===== config.mk =====
export PLATFORM = sky130hd
export DESIGN_NAME = mem_scrub_sweeper
export DESIGN_NICKNAME = d
export VERILOG_FILES = /design/src/rtl/scrub_pkg.sv /design/src/rtl/scrub_timer.sv /design/src/rtl/mem_scrub_sweeper.sv
export SDC_FILE = /design/constraint.sdc
export NUM_CORES = 1
export LEC_CHECK = 0
export BUFFER_PORTS_ARGS = -buffer_cell sky130_fd_sc_hd__buf_2
export CAP_MARGIN = 20
export CORE_AREA = 2 2 135 137
export DETAILED_ROUTE_END_ITERATION = 8
export DIE_AREA = 0 0 137 139
export PLACE_DENSITY = 0.69
export SKIP_LAST_GASP = 1
export SYNTH_ARGS = -nofsm -noshare
export SYNTH_HDL_FRONTEND = slang
export SYNTH_SLANG_ARGS = --single-unit

===== constraint.sdc =====
create_clock -name clk_i -period 12.5 [get_ports clk_i]
set_input_delay 3.75 -clock clk_i [delete_from_list [all_inputs] [get_ports clk_i]]
set_output_delay 3.75 -clock clk_i [all_outputs]
set_load 0.01 [all_outputs]

===== src/rtl/scrub_pkg.sv =====
// Shared state encoding and expected-word helper for the memory scrub sweeper.
// Macro SCRUB_CHECKERBOARD_EN: odd addresses expect ~PATTERN instead of PATTERN.
package scrub_pkg;

  // Widest word the helper handles; callers zero-extend the pattern and slice the result.
  localparam int SCRUB_MAX_W = 1024;

  typedef enum logic [2:0] {
    S_IDLE,
    S_INIT_WR,
    S_RD_REQ,
    S_RD_WAIT,
    S_CHECK,
    S_WB_WR,
    S_WAIT
  } scrub_state_t;

  // Only address parity can change the background, so the lsb is all that is passed in.
  function automatic logic [SCRUB_MAX_W-1:0] expected_word(input logic                   addr,
                                                           input logic [SCRUB_MAX_W-1:0] pattern);
    logic odd_inv;
`ifdef SCRUB_CHECKERBOARD_EN
    odd_inv = 1'b1;
`else
    odd_inv = 1'b0;
`endif
    return (odd_inv && addr) ? ~pattern : pattern;
  endfunction

endpackage


===== src/rtl/scrub_timer.sv =====
// 32-bit down-counter that paces the idle gap between sweeps; saturates at zero.
module scrub_timer (
  input  logic        clk_i,
  input  logic        rst_i,
  input  logic        load_i,
  input  logic [31:0] load_val_i,
  input  logic        cnt_i,
  output logic        zero_o
);

  logic [31:0] cnt_q;

  always_ff @(posedge clk_i) begin
    if (rst_i)                         cnt_q <= '0;
    else if (load_i)                   cnt_q <= load_val_i;
    else if (cnt_i && cnt_q != 32'd0)  cnt_q <= cnt_q - 32'd1;
  end

  assign zero_o = (cnt_q == 32'd0);

endmodule


===== src/rtl/mem_scrub_sweeper.sv =====
// Fills a test SRAM with a background pattern, then sweeps it reporting flipped bits and
// rewriting corrupted words. Expected word selection honours SCRUB_CHECKERBOARD_EN (see scrub_pkg).
module mem_scrub_sweeper
  import scrub_pkg::*;
#(
  parameter int                    DATA_WIDTH = 100,
  parameter int                    DEPTH      = 1024,
  parameter logic [DATA_WIDTH-1:0] PATTERN    = '1,
  localparam int                   ADDR_WIDTH = $clog2(DEPTH)
) (
  input  logic                  clk_i,
  input  logic                  rst_i,
  input  logic                  en_i,
  input  logic [31:0]           period_i,
  output logic                  mem_req_o,
  output logic                  mem_we_o,
  output logic [ADDR_WIDTH-1:0] mem_addr_o,
  output logic [DATA_WIDTH-1:0] mem_wdata_o,
  input  logic                  mem_gnt_i,
  input  logic                  mem_rvalid_i,
  input  logic [DATA_WIDTH-1:0] mem_rdata_i,
  output logic [DATA_WIDTH-1:0] flip_o,
  output logic                  sweep_done_o,
  output logic                  busy_o
);

  scrub_state_t            state_q, state_d;
  logic [ADDR_WIDTH-1:0]   addr_q, addr_d;
  logic [DATA_WIDTH-1:0]   flip_q, flip_d, exp_word;
  logic                    sweep_done_q, sweep_done_d;
  logic                    tmr_load, tmr_cnt, tmr_zero;
  logic [31:0]             tmr_load_val;
  logic [SCRUB_MAX_W-1:0]  pat_ext, exp_ext;
  logic                    last_addr, advance;
  logic                    unused_exp_hi;

  always_comb begin
    pat_ext                 = '0;
    pat_ext[DATA_WIDTH-1:0] = PATTERN;
    exp_ext                 = expected_word(addr_q[0], pat_ext);
    exp_word                = exp_ext[DATA_WIDTH-1:0];
  end
  assign unused_exp_hi = ^exp_ext[SCRUB_MAX_W-1:DATA_WIDTH];

  assign last_addr = (addr_q == ADDR_WIDTH'(DEPTH - 1));

  // WAIT is entered holding period_i-1 so that zero_o marks its final cycle.
  scrub_timer u_timer (
    .clk_i      (clk_i),
    .rst_i      (rst_i),
    .load_i     (tmr_load),
    .load_val_i (tmr_load_val),
    .cnt_i      (tmr_cnt),
    .zero_o     (tmr_zero)
  );

  always_comb begin
    state_d      = state_q;
    addr_d       = addr_q;
    flip_d       = '0;
    sweep_done_d = 1'b0;
    tmr_load     = 1'b0;
    tmr_load_val = period_i - 32'd1;
    tmr_cnt      = 1'b0;
    mem_req_o    = 1'b0;
    mem_we_o     = 1'b0;
    mem_wdata_o  = '0;
    advance      = 1'b0;
    unique case (state_q)
      S_IDLE: if (en_i) begin
        state_d = S_INIT_WR;
        addr_d  = '0;
      end
      S_INIT_WR: begin
        mem_req_o   = 1'b1;
        mem_we_o    = 1'b1;
        mem_wdata_o = exp_word;
        if (mem_gnt_i) begin
          addr_d = last_addr ? '0 : addr_q + 1'b1;
          if (last_addr) state_d = S_RD_REQ;
        end
      end
      S_RD_REQ: begin
        mem_req_o = 1'b1;
        if (mem_gnt_i) state_d = S_RD_WAIT;
      end
      S_RD_WAIT: if (mem_rvalid_i) begin
        flip_d  = mem_rdata_i ^ exp_word;
        state_d = S_CHECK;
      end
      S_CHECK: begin
        if (flip_q != '0) state_d = S_WB_WR;
        else              advance = 1'b1;
      end
      S_WB_WR: begin
        mem_req_o   = 1'b1;
        mem_we_o    = 1'b1;
        mem_wdata_o = exp_word;
        if (mem_gnt_i) advance = 1'b1;
      end
      S_WAIT: begin
        if (!en_i)         state_d = S_IDLE;
        else if (tmr_zero) state_d = S_RD_REQ;
        else               tmr_cnt = 1'b1;
      end
      default: state_d = S_IDLE;
    endcase

    // Word boundary: the only place en_i can stop a running sweep.
    if (advance) begin
      if (!en_i) begin
        state_d = S_IDLE;
      end else if (last_addr) begin
        addr_d       = '0;
        sweep_done_d = 1'b1;
        if (period_i == 32'd0) begin
          state_d = S_RD_REQ;
        end else begin
          tmr_load = 1'b1;
          state_d  = S_WAIT;
        end
      end else begin
        addr_d  = addr_q + 1'b1;
        state_d = S_RD_REQ;
      end
    end
  end

  always_ff @(posedge clk_i) begin
    if (rst_i) begin
      state_q      <= S_IDLE;
      addr_q       <= '0;
      flip_q       <= '0;
      sweep_done_q <= 1'b0;
    end else begin
      state_q      <= state_d;
      addr_q       <= addr_d;
      flip_q       <= flip_d;
      sweep_done_q <= sweep_done_d;
    end
  end

  assign mem_addr_o   = addr_q;
  assign flip_o       = flip_q;
  assign sweep_done_o = sweep_done_q;
  assign busy_o       = (state_q != S_IDLE);

endmodule

==> impl_results.md, run 1 <==
- GRT Total Usage: 19.5%
- Routed wire length: 19.2 mm
- Post-CTS Setup Repair Bufs: 0
- Synth Flop Type: dfxtp_1
- CTS tree: yes
- Cell area after synthesis: 6650 um^2
- Avg WL per Cell: 15.5 um
- Die width: 137 um
- Iter 0 DRT Violations: 292
- Most frequent cells in the layout: buf_2 (350), dfxtp_1 (146), nor2_1 (144), nor4_1 (41), xnor2_1 (35)
- Resized Gates After CTS: 0
- Total CTS buffers: 17
- Mux cell area share after synthesis: 0.904%
- Ordered cell list for the critical path: buf_2, or4_1, nor3b_2, nand3_2, o21bai_4, nor2_2, a21boi_0, ha_1, or4b_1, nor4_4, nand3_1, or2_1, xor2_1, nor2_1, o31a_1
- Asr flop ratio synth: 0%
- DRC violations left: 0
- Root Buffer Master: clkbuf_16
- Multi-input gate area: 2850 um^2
- Post-DRT Antenna Nets: 0
- Largest net degree at the start of global routing: 104
- Fin crit period: 7.51 ns
- CTS Sinks: 146
- Total number of vias: 6075
- Status: finished, final reports clean
- Final non-filler cell total: 1240
- Sequential cell area: 2920 um^2
- DR pass1 iterations: 5
- Pleak: 4.17 nW
- Placed Cells: 1206
- Clock Skew: 0.0135 ns
- Simple-Gate Fraction of Synth Area: 26.0%
- Number of setup violations in the final report: 0
- Critical Path Fanout Max: 7
- Average size of a mapped cell: 8.81 um^2
- CP max-delay cell: or4_1
- Worst vdd ir: 0.206 mV
- Area Overhead vs Synth: 28.1%
- Clk slew on worst S/H paths: 0.07 ns
- Actual slew at the worst max-slew pin: 0.747 ns
- Final GP Congestion: 0.843
- Max-Slew Margin vs Limit: 49.7%
- Initial Utilization: 37.6%
- Max Root-Sink Buffers: 2
- Slowest stage delay, CP: 0.60 ns
- Avg Vias per Cell: 4.90
- Unrepaired setup endpoints after global routing: false
- Die H: 139 um
- Yosys warns: 0
- Synth Net Count: 893
- First-pass GRT wire length: 29.2 mm
- Initial antenna violation count: 1
- Adder-cell share of the synthesized area: 0.377%
- Synth Area in Compound Gates: 9.73%
- CTS H-Tree Depth: 4
- Post-synth EDFFs: 0
- Type of the worst setup path: in2reg
- Commonest non-fill, non-tap cell in the layout: buf_2
- Fin. max-slew vios: 0
- Crit path launch type: input pin
- Worst path bufs/invs: 1
- CP Capture Type: register
- Vias in the first global route: 5668
- Max-Cap Viols: 0
- Sequential Power Share: 33.7%
- Post-Synth XOR/XNOR Area: 5.53%
- Largest family of logic cells by synthesized area: simple AND/OR/NAND/NOR gates
- Clock insertion delay at the later pin of the skew report: 0.42 ns
- Reported net switching power: 0.497 mW
- Gate Count Post-Synth: 754
- Core Region: 17700 um^2
- Cts hold-fix bufs: 0
- Nets: 1136
- Register bit total from synthesis: 146
- Distinct cells, synth: 69
- Clock share of power: 37.3%
- TNS Setup: 0 ns
- CP Data Arrival Time: 7.82 ns
- Share of post-route cells with drive strength above 1: 40.5%
- Cell Int Power: 0.953 mW
- Pwr Density: 170 nW/um^2
- Final hold vios: 0
- # rows: 49
- Post-synthesis sequential area ratio: 44.0%
- IO Port Bufs: 350
- Worst path required time: 12.81 ns
- Delay-heaviest family, CP: simple AND/OR/NAND/NOR gates
- Die Area: 19000 um^2
- Comb pwr share: 29.0%
- IO Pins: 351
- Sw Share: 34.3%
- Fmax: 133 MHz
- Global route overflow: 0
- Final period utilization: 60.1%
- DPL Wire Length: 14.6 mm
- # fillers: 1707
- Hold Path Class: reg2reg
==> synthesized netlist by cell type (3+ instances only) <==
| cell | number | share of area, % |
|---|---|---|
| nand4b_1 | 3 | 0.40 |
| o31ai_1 | 4 | 0.45 |
| nor3_1 | 19 | 1.4 |
| nand3_1 | 16 | 1.2 |
| buf_2 | 4 | 0.30 |
| o21ai_0 | 15 | 1.1 |
| a21oi_1 | 15 | 1.1 |
| xnor2_1 | 35 | 4.6 |
| dfxtp_1 | 146 | 44 |
| nor2_1 | 144 | 8.1 |
| o211a_1 | 3 | 0.45 |
| inv_1 | 5 | 0.28 |
| nor3b_1 | 3 | 0.34 |
| a311oi_1 | 6 | 0.79 |
| buf_4 | 100 | 11 |
| nand2b_1 | 5 | 0.47 |
| or4_1 | 7 | 0.79 |
| xor2_1 | 7 | 0.92 |
| and3_1 | 6 | 0.56 |
| a21o_1 | 3 | 0.34 |
| nand4_1 | 11 | 1.0 |
| a211oi_1 | 10 | 1.1 |
| o22ai_1 | 6 | 0.56 |
| clkbuf_1 | 25 | 1.4 |
| nand3b_1 | 5 | 0.56 |
| or2_2 | 3 | 0.28 |
| nor4_1 | 41 | 3.9 |
| nand2_1 | 28 | 1.6 |
| nor3_2 | 4 | 0.60 |
| o211ai_1 | 3 | 0.34 |
| or3_1 | 11 | 1.0 |
| nor2b_1 | 4 | 0.38 |
| mux2i_1 | 6 | 0.90 |
==> through the flow <==
step | util [%] | power [mW] | hold WS [ns] | instance area, um^2 | setup WS (ns)
after global routing | 48.2 | 1.53 | 0.530 | 8510 | 4.68
final | 48.2 | 1.45 | 0.498 | 8510 | 4.99
after detailed placement | 44.5 | 0.926 | 0.490 | 7860 | 4.58
after CTS | 48.1 | 1.47 | 0.498 | 8490 | 5.01
after global placement | 44.5 | 0.921 | 0.483 | 7860 | 4.67
after floorplan | - | 0.982 | 0.466 | 6650 | 4.15
==> layout make-up <==
class | count | area share, %
diodes | 1 | 0.0294
clock buffers | 17 | 5.00
clock inverters | 15 | 2.48
inverters | 5 | 0.220
multi-input cells | 472 | 33.4
flip-flops and latches | 146 | 34.3
well taps | 229 | 3.37
repair buffers | 355 | 21.2
==> power by group through the flow <==
| stage | clock (mW) | combinational (mW) | sequential (mW) |
|---|---|---|---|
| 2_1_floorplan | 0 | 0.489 | 0.493 |
| 3_3_place_gp | 0 | 0.422 | 0.499 |
| 4_1_cts | 0.552 | 0.428 | 0.488 |
| 3_5_place_dp | 0 | 0.427 | 0.499 |
| 5_1_grt | 0.573 | 0.462 | 0.491 |
| 6_report | 0.541 | 0.421 | 0.488 |
==> flip-flops by register name, indices dropped and copies added (netlist names) <==
| signal | count |
|---|---|
| flip_o | 100 |
| mem_addr_o | 10 |
| state_q | 3 |
| sweep_done_o | 1 |
| u_timer.cnt_q | 32 |
==> final timing paths <==
kind / startpoint / to / slack [ns] / depth (start not counted)
setup / recovery: period_i[1] / u_timer.cnt_q[22]$_SDFFE_PP0P_ / 4.99 / 15
hold / removal: u_timer.cnt_q[31]$_SDFFE_PP0P_ / u_timer.cnt_q[31]$_SDFFE_PP0P_ / 0.50 / 2
setup reg to reg: mem_addr_o[0]$_SDFF_PP0_ / u_timer.cnt_q[22]$_SDFFE_PP0P_ / 7.74 / 15
hold reg to reg: u_timer.cnt_q[31]$_SDFFE_PP0P_ / u_timer.cnt_q[31]$_SDFFE_PP0P_ / 0.50 / 2
==> worst register-to-register path, delay by kind of cell, from the launching register on <==
family                     cells  cell delay [ns]
and+or+nand+nor                8             2.52
DFF                            1             0.38
adders and majority gates      2             0.47
AOI/OAI and AO/OA              4             1.10
xor gates and xnor gates       1             0.18
==> kinds of logic after synthesis <==
family                   count (synthesis)
flip-flops                             146
multiplexers                             6
XOR/XNOR                                42
buffers and inverters                  136
AND/OR/NAND/NOR                        331
adder cells (fa/ha/maj)                  2
AO/OA/AOI/OAI                           91
==> metal layers <==
metal / GRT usage [%] / up-vias / share of wire, % / wire, um
li1: - / 3040 / - / -
met1: 23.4 / 2789 / 40 / 7780
met2: 32.6 / 220 / 49 / 9490
met3: 6.43 / 26 / 8.2 / 1580
met4: 6.19 / 0 / 2.0 / 381
met5: 0 / - / 0 / 0
No activity file was read; power rests on OpenSTA's default activity.
==> run 2: changes to the inputs <==
- PLACE_DENSITY: 0.69 -> 0.72
- clock period: 12.5 -> 6.6 ns (I/O delays scaled with it)
==> run 2 against run 1 <==
Critical path depth stayed put; highest routed layer is now met5; setup slack worse by 4.0 ns; die area did not move; worst hold slack improved by 0.018 ns; total power rose by 89%.
==> impl_results.md, run 2 (synthesis gave the netlist of run 1 again) <==
- Worst path bufs/invs: 1 (unchanged)
- Resized Gates After CTS: 0 (unchanged)
- Avg Vias per Cell: 4.89 (was 4.90)
- Type of the worst setup path: in2reg (unchanged)
- DR pass1 iterations: 6 (was 5)
- Routed wire length: 19.0 mm (was 19.2 mm)
- # fillers: 1701 (was 1707)
- Hold Crit Start: u_timer.cnt_q[31]$_SDFFE_PP0P_ (unchanged)
- GRT Total Usage: 19.2% (was 19.5%)
- CP Capture Type: register (unchanged)
- Clk slew on worst S/H paths: 0.07 ns (about the same)
- CTS H-Tree Depth: 4 (unchanged)
- Post-DRT Antenna Nets: 0 (unchanged)
- CP Data Arrival Time: 5.92 ns (was 7.82 ns)
- Initial antenna violation count: 4 (was 1)
- Critical path origin: period_i[1] (unchanged)
- Delay-heaviest family, CP: simple AND/OR/NAND/NOR gates (unchanged)
- Largest net degree at the start of global routing: 103 (was 104)
- Clock insertion delay at the later pin of the skew report: 0.42 ns (about the same)
- DRC violations left: 0 (unchanged)
- CTS Sinks: 146 (unchanged)
- Ordered cell list for the critical path: buf_2, or4_1, nor3b_2, nand3_2, o21bai_4, nor2_2, a21boi_0, ha_1, or4b_1, nor4_4, nand3_1, or2_1, xor2_1, nor2_1, o31a_1 (unchanged)
- Crit path launch type: input pin (unchanged)
- Max-Cap Viols: 0 (unchanged)
- Place WS: 0.580 ns (was 4.58 ns)
- CTS tree: yes (unchanged)
- Slowest stage delay, CP: 0.62 ns (was 0.60 ns)
- Final GP Congestion: 0.816 (was 0.843)
- Post-CTS Setup Repair Bufs: 0 (unchanged)
- Die width: 137 um (unchanged)
- Status: finished, final reports clean (unchanged)
- Area Overhead vs Synth: 28.4% (was 28.1%)
- Share of post-route cells with drive strength above 1: 40.7% (was 40.5%)
- Critical Path Fanout Max: 7 (unchanged)
- Hold Path Class: reg2reg (unchanged)
- RR Startpoint: mem_addr_o[0]$_SDFF_PP0_ (unchanged)
- Actual slew at the worst max-slew pin: 0.694 ns (was 0.747 ns)
- Fmax: 178 MHz
- Die H: 139 um (unchanged)
- IO Pins: 351 (unchanged)
- Worst vdd ir: 0.347 mV (was 0.206 mV)
- Vias in the first global route: 5608 (was 5668)
- Critical path depth: 15 (unchanged)
- FF-to-FF End: u_timer.cnt_q[22]$_SDFFE_PP0P_ (unchanged)
- Pleak: 4.18 nW (was 4.17 nW)
- Worst path required time: 6.91 ns (was 12.81 ns)
- Commonest non-fill, non-tap cell in the layout: buf_2 (unchanged)
- Initial Utilization: 37.6% (unchanged)
- # rows: 49 (unchanged)
- Pwr Density: 321 nW/um^2 (was 170 nW/um^2)
- Total CTS buffers: 17 (unchanged)
- Worst setup path endpoint: u_timer.cnt_q[22]$_SDFFE_PP0P_ (unchanged)
- Root Buffer Master: clkbuf_16 (unchanged)
- Unrepaired setup endpoints after global routing: false (unchanged)
- First-pass GRT wire length: 28.6 mm (was 29.2 mm)
- Clock Skew: 0.0121 ns (was 0.0135 ns)
- Fin crit period: 5.61 ns
- Nets: 1139 (was 1136)
- Max FFs per register: 100 (unchanged)
- Most frequent cells in the layout: buf_2 (350), dfxtp_1 (146), nor2_1 (144), nor4_1 (41), xnor2_1 (35) (unchanged)
- Global route overflow: 0 (unchanged)
- Cts hold-fix bufs: 0 (unchanged)
- PnR worst setup slack: 0.989 ns (was 4.99 ns)
- IO Port Bufs: 350 (unchanged)
- CP max-delay cell: or4_1 (unchanged)
- Iter 0 DRT Violations: 187 (was 292)
- R2R setup slack: 2.04 ns (was 7.74 ns)
- Number of setup violations in the final report: 0 (unchanged)
- Final hold vios: 0 (unchanged)
- Die Area: 19000 um^2 (unchanged)
- TNS Setup: 0 ns (unchanged)
- Total number of vias: 6085 (was 6075)
- Final period utilization: 85.0%
- Fin. max-slew vios: 0 (unchanged)
- Core Region: 17700 um^2 (unchanged)
- R2R depth: 15 (unchanged)
- Max Root-Sink Buffers: 2 (unchanged)
- DPL Wire Length: 14.4 mm (was 14.6 mm)
- Avg WL per Cell: 15.3 um (was 15.5 um)
- Max-Slew Margin vs Limit: 53.4% (was 49.7%)
run 2: cell types whose count changed in the layout (fill, tap and decap cells not counted):
cell / before / now
buf_4: 4 / 7
diode_2: 1 / 2
buf_12: 1 / 0
buf_16: 0 / 1
clkinv_8: 4 / 1
clkbuf_8: 0 / 1
inv_8: 3 / 5
run 2: layout make-up:
cell class	count	area (um^2)	share of cell area (%)
antenna	2	5.00	0.0586
sequential	146	2920	34.2
timing repair buffer	358	1830	21.5
clock buffer	18	439	5.15
multi-input combinational	472	2850	33.3
tap	229	287	3.36
inverter	5	18.8	0.220
clock inverter	14	185	2.17
run 2: worst min-delay path: stages, from the launching register on:
cell,delay [ns]
dfxtp_1,0.31
o2111ai_1,0.10
nand2_1,0.06
run 2: worst min path at each step:
stage                                          end  slack, ns  cells past startpoint
floorplan           u_timer.cnt_q[31]$_SDFFE_PP0P_       0.47                      2
global placement    u_timer.cnt_q[31]$_SDFFE_PP0P_       0.49                      2
detailed placement  u_timer.cnt_q[31]$_SDFFE_PP0P_       0.51                      2
CTS                 u_timer.cnt_q[31]$_SDFFE_PP0P_       0.52                      2
global route         u_timer.cnt_q[1]$_SDFFE_PP0P_       0.54                      2
finish              u_timer.cnt_q[31]$_SDFFE_PP0P_       0.52                      2
run 2: power breakdown:
group          switching [mW]  internal (mW)  leakage (nW)
Clock                   0.424          0.589         0.308
Sequential             0.0278          0.899          1.18
Combinational           0.473          0.324          2.70
run 2: stage by stage:
stage	area (um^2)	hold slack (ns)	power (mW)	util (%)	cells
6_report	8530	0.516	2.74	48.3	1244
5_1_grt	8530	0.540	2.88	48.3	1244
4_1_cts	8530	0.518	2.78	48.3	1242
3_5_place_dp	7910	0.510	1.76	44.8	1210
3_3_place_gp	7880	0.486	1.74	44.6	1209
2_1_floorplan	6650	0.466	1.86	-	754
run 2: metal layers:
| metal | vias up | GRT usage, % | wire length [um] |
|---|---|---|---|
| met3 | 25 | 6.76 | 1400 |
| met1 | 2778 | 22.3 | 7680 |
| met2 | 231 | 33.0 | 9570 |
| met5 | - | 0 | 25 |
| met4 | 4 | 5.32 | 325 |
| li1 | 3047 | - | - |
==> run 3: changes to the inputs <==
==> constraint.sdc (replaced) <==
create_clock -name clk_i -period 6.6 [get_ports clk_i]
set_input_delay 1.32 -clock clk_i [delete_from_list [all_inputs] [get_ports clk_i]]
set_output_delay 1.32 -clock clk_i [all_outputs]
set_load 0.01 [all_outputs]
==> run 3 against run 2 <==
Total power decreased by 2.1%; first-iteration DRC count grew 33%; cell count shrank 0.16%; critical endpoint unchanged; largest power group unchanged; highest routed layer unchanged.
==> impl_results.md, run 3 (synthesis gave the netlist of run 1 again) <==
- Clock Skew: 0.0206 ns (was 0.0121 ns)
- Hold Path Class: reg2reg (unchanged)
- Routed wire length: 19.1 mm (was 19.0 mm)
- CTS tree: yes (unchanged)
- Initial Utilization: 37.6% (unchanged)
- IO Pins: 351 (unchanged)
- Worst vdd ir: 0.366 mV (was 0.347 mV)
- Final period utilization: 77.5% (was 85.0%)
- Die Area: 19000 um^2 (unchanged)
- Root Buffer Master: clkbuf_16 (unchanged)
- First-pass GRT wire length: 29.2 mm (was 28.6 mm)
- Cts hold-fix bufs: 0 (unchanged)
- GRT Total Usage: 19.5% (was 19.2%)
- Crit path launch type: input pin (unchanged)
- Fmax: 195 MHz (was 178 MHz)
- Avg Vias per Cell: 4.89 (about the same)
- Worst path required time: 6.90 ns (was 6.91 ns)
- Commonest non-fill, non-tap cell in the layout: buf_2 (unchanged)
- Final GP Congestion: 0.847 (was 0.816)
- Total number of vias: 6077 (was 6085)
- Area Overhead vs Synth: 27.3% (was 28.4%)
- Final hold vios: 0 (unchanged)
- Unrepaired setup endpoints after global routing: false (unchanged)
- CTS Sinks: 146 (unchanged)
- DR pass1 iterations: 4 (was 6)
- Placed cell area: 7870 um^2 (was 7910 um^2)
- Cell area after layout: 8460 um^2 (was 8530 um^2)
- Nets: 1137 (was 1139)
- Type of the worst setup path: in2reg (unchanged)
- Pwr Density: 317 nW/um^2 (was 321 nW/um^2)
- Total CTS buffers: 17 (unchanged)
- CTS H-Tree Depth: 4 (unchanged)
- Share of post-route cells with drive strength above 1: 40.3% (was 40.7%)
- Status: finished, final reports clean (unchanged)
- CP Capture Type: register (unchanged)
- Critical Path Fanout Max: 7 (unchanged)
- Post-DRT Antenna Nets: 0 (unchanged)
- CP Data Arrival Time: 5.42 ns (was 5.92 ns)
- Max-Slew Margin vs Limit: 48.9% (was 53.4%)
- Global route overflow: 0 (unchanged)
- Die width: 137 um (unchanged)
- Pleak: 4.14 nW (was 4.18 nW)
- Max FFs per register: 100 (unchanged)
- DPL Wire Length: 14.6 mm (was 14.4 mm)
- Actual slew at the worst max-slew pin: 0.766 ns (was 0.694 ns)
- Largest net degree at the start of global routing: 103 (unchanged)
- DRC violations left: 0 (unchanged)
- Fin crit period: 5.12 ns (was 5.61 ns)
- Number of setup violations in the final report: 0 (unchanged)
- Core Region: 17700 um^2 (unchanged)
- Clock insertion delay at the later pin of the skew report: 0.42 ns (about the same)
- Resized Gates After CTS: 0 (unchanged)
- Die H: 139 um (unchanged)
- Avg WL per Cell: 15.4 um (was 15.3 um)
- # rows: 49 (unchanged)
- Max Root-Sink Buffers: 2 (unchanged)
- Most frequent cells in the layout: buf_2 (350), dfxtp_1 (146), nor2_1 (144), nor4_1 (41), xnor2_1 (35) (unchanged)
- Max-Cap Viols: 0 (unchanged)
- Clk slew on worst S/H paths: 0.06 ns (was 0.07 ns)
- Vias in the first global route: 5756 (was 5608)
- TNS Setup: 0 ns (unchanged)
- Post-CTS Setup Repair Bufs: 0 (unchanged)
- Iter 0 DRT Violations: 248 (was 187)
- Fin. max-slew vios: 0 (unchanged)
- IO Port Bufs: 350 (unchanged)
- Initial antenna violation count: 4 (unchanged)
## run 3: worst paths after layout
check,slack [ns],startpoint,to,cells after the start
setup / recovery,1.48,period_i[1],u_timer.cnt_q[22]$_SDFFE_PP0P_,15
setup reg to reg,1.91,flip_o[8]$_SDFF_PP0_,u_timer.cnt_q[22]$_SDFFE_PP0P_,14
hold / removal,0.50,u_timer.cnt_q[31]$_SDFFE_PP0P_,u_timer.cnt_q[31]$_SDFFE_PP0P_,2
hold reg to reg,0.50,u_timer.cnt_q[31]$_SDFFE_PP0P_,u_timer.cnt_q[31]$_SDFFE_PP0P_,2
## run 3: layout make-up
cell class              instances  area [um^2]
fillers                      1714         9200
flip-flops and latches        146         2920
multi-input cells             472         2850
repair buffers                356         1800
clock buffers                  20          437
well taps                     229          287
clock inverters                12          146
inverters                       5         18.8
diodes                          2         5.00
## run 3: power breakdown
part	switching, mW	leakage, nW	total, mW	internal [mW]
clock network	0.393	0.281	0.958	0.566
logic	0.473	2.68	0.795	0.323
registers	0.0271	1.18	0.926	0.899
## run 3: per-stage QoR
step                cells  total power [mW]  hold WS [ns]  util, %  setup slack (ns)
floorplan             754              1.86         0.466        -             0.683
global placement     1208              1.74         0.482     44.6              1.15
detailed placement   1208              1.75         0.496     44.6              1.07
CTS                  1240              2.71         0.505     47.9              1.49
global route         1242              2.82         0.538     47.9              1.25
finish               1242              2.68         0.503     47.9              1.48
## run 3: critical path, stage by stage
cell and delay, ns:
buf_2 0.11, or4_1 0.61, nor3b_2 0.34, nand3_2 0.25, o21bai_4 0.30, nor2_2 0.09, a21boi_0 0.21, ha_1 0.25
or4b_1 0.55, nor4_4 0.35, nand3_1 0.19, or2_1 0.33, xor2_1 0.17, nor2_1 0.05, o31a_1 0.29
## run 3: routing by layer
metal,up-vias,wire length (um),track usage (%)
li1,3037,-,-
met1,2759,7680,22.5
met2,240,9500,33.0
met3,37,1420,6.21
met4,4,457,7.65
met5,-,22,0
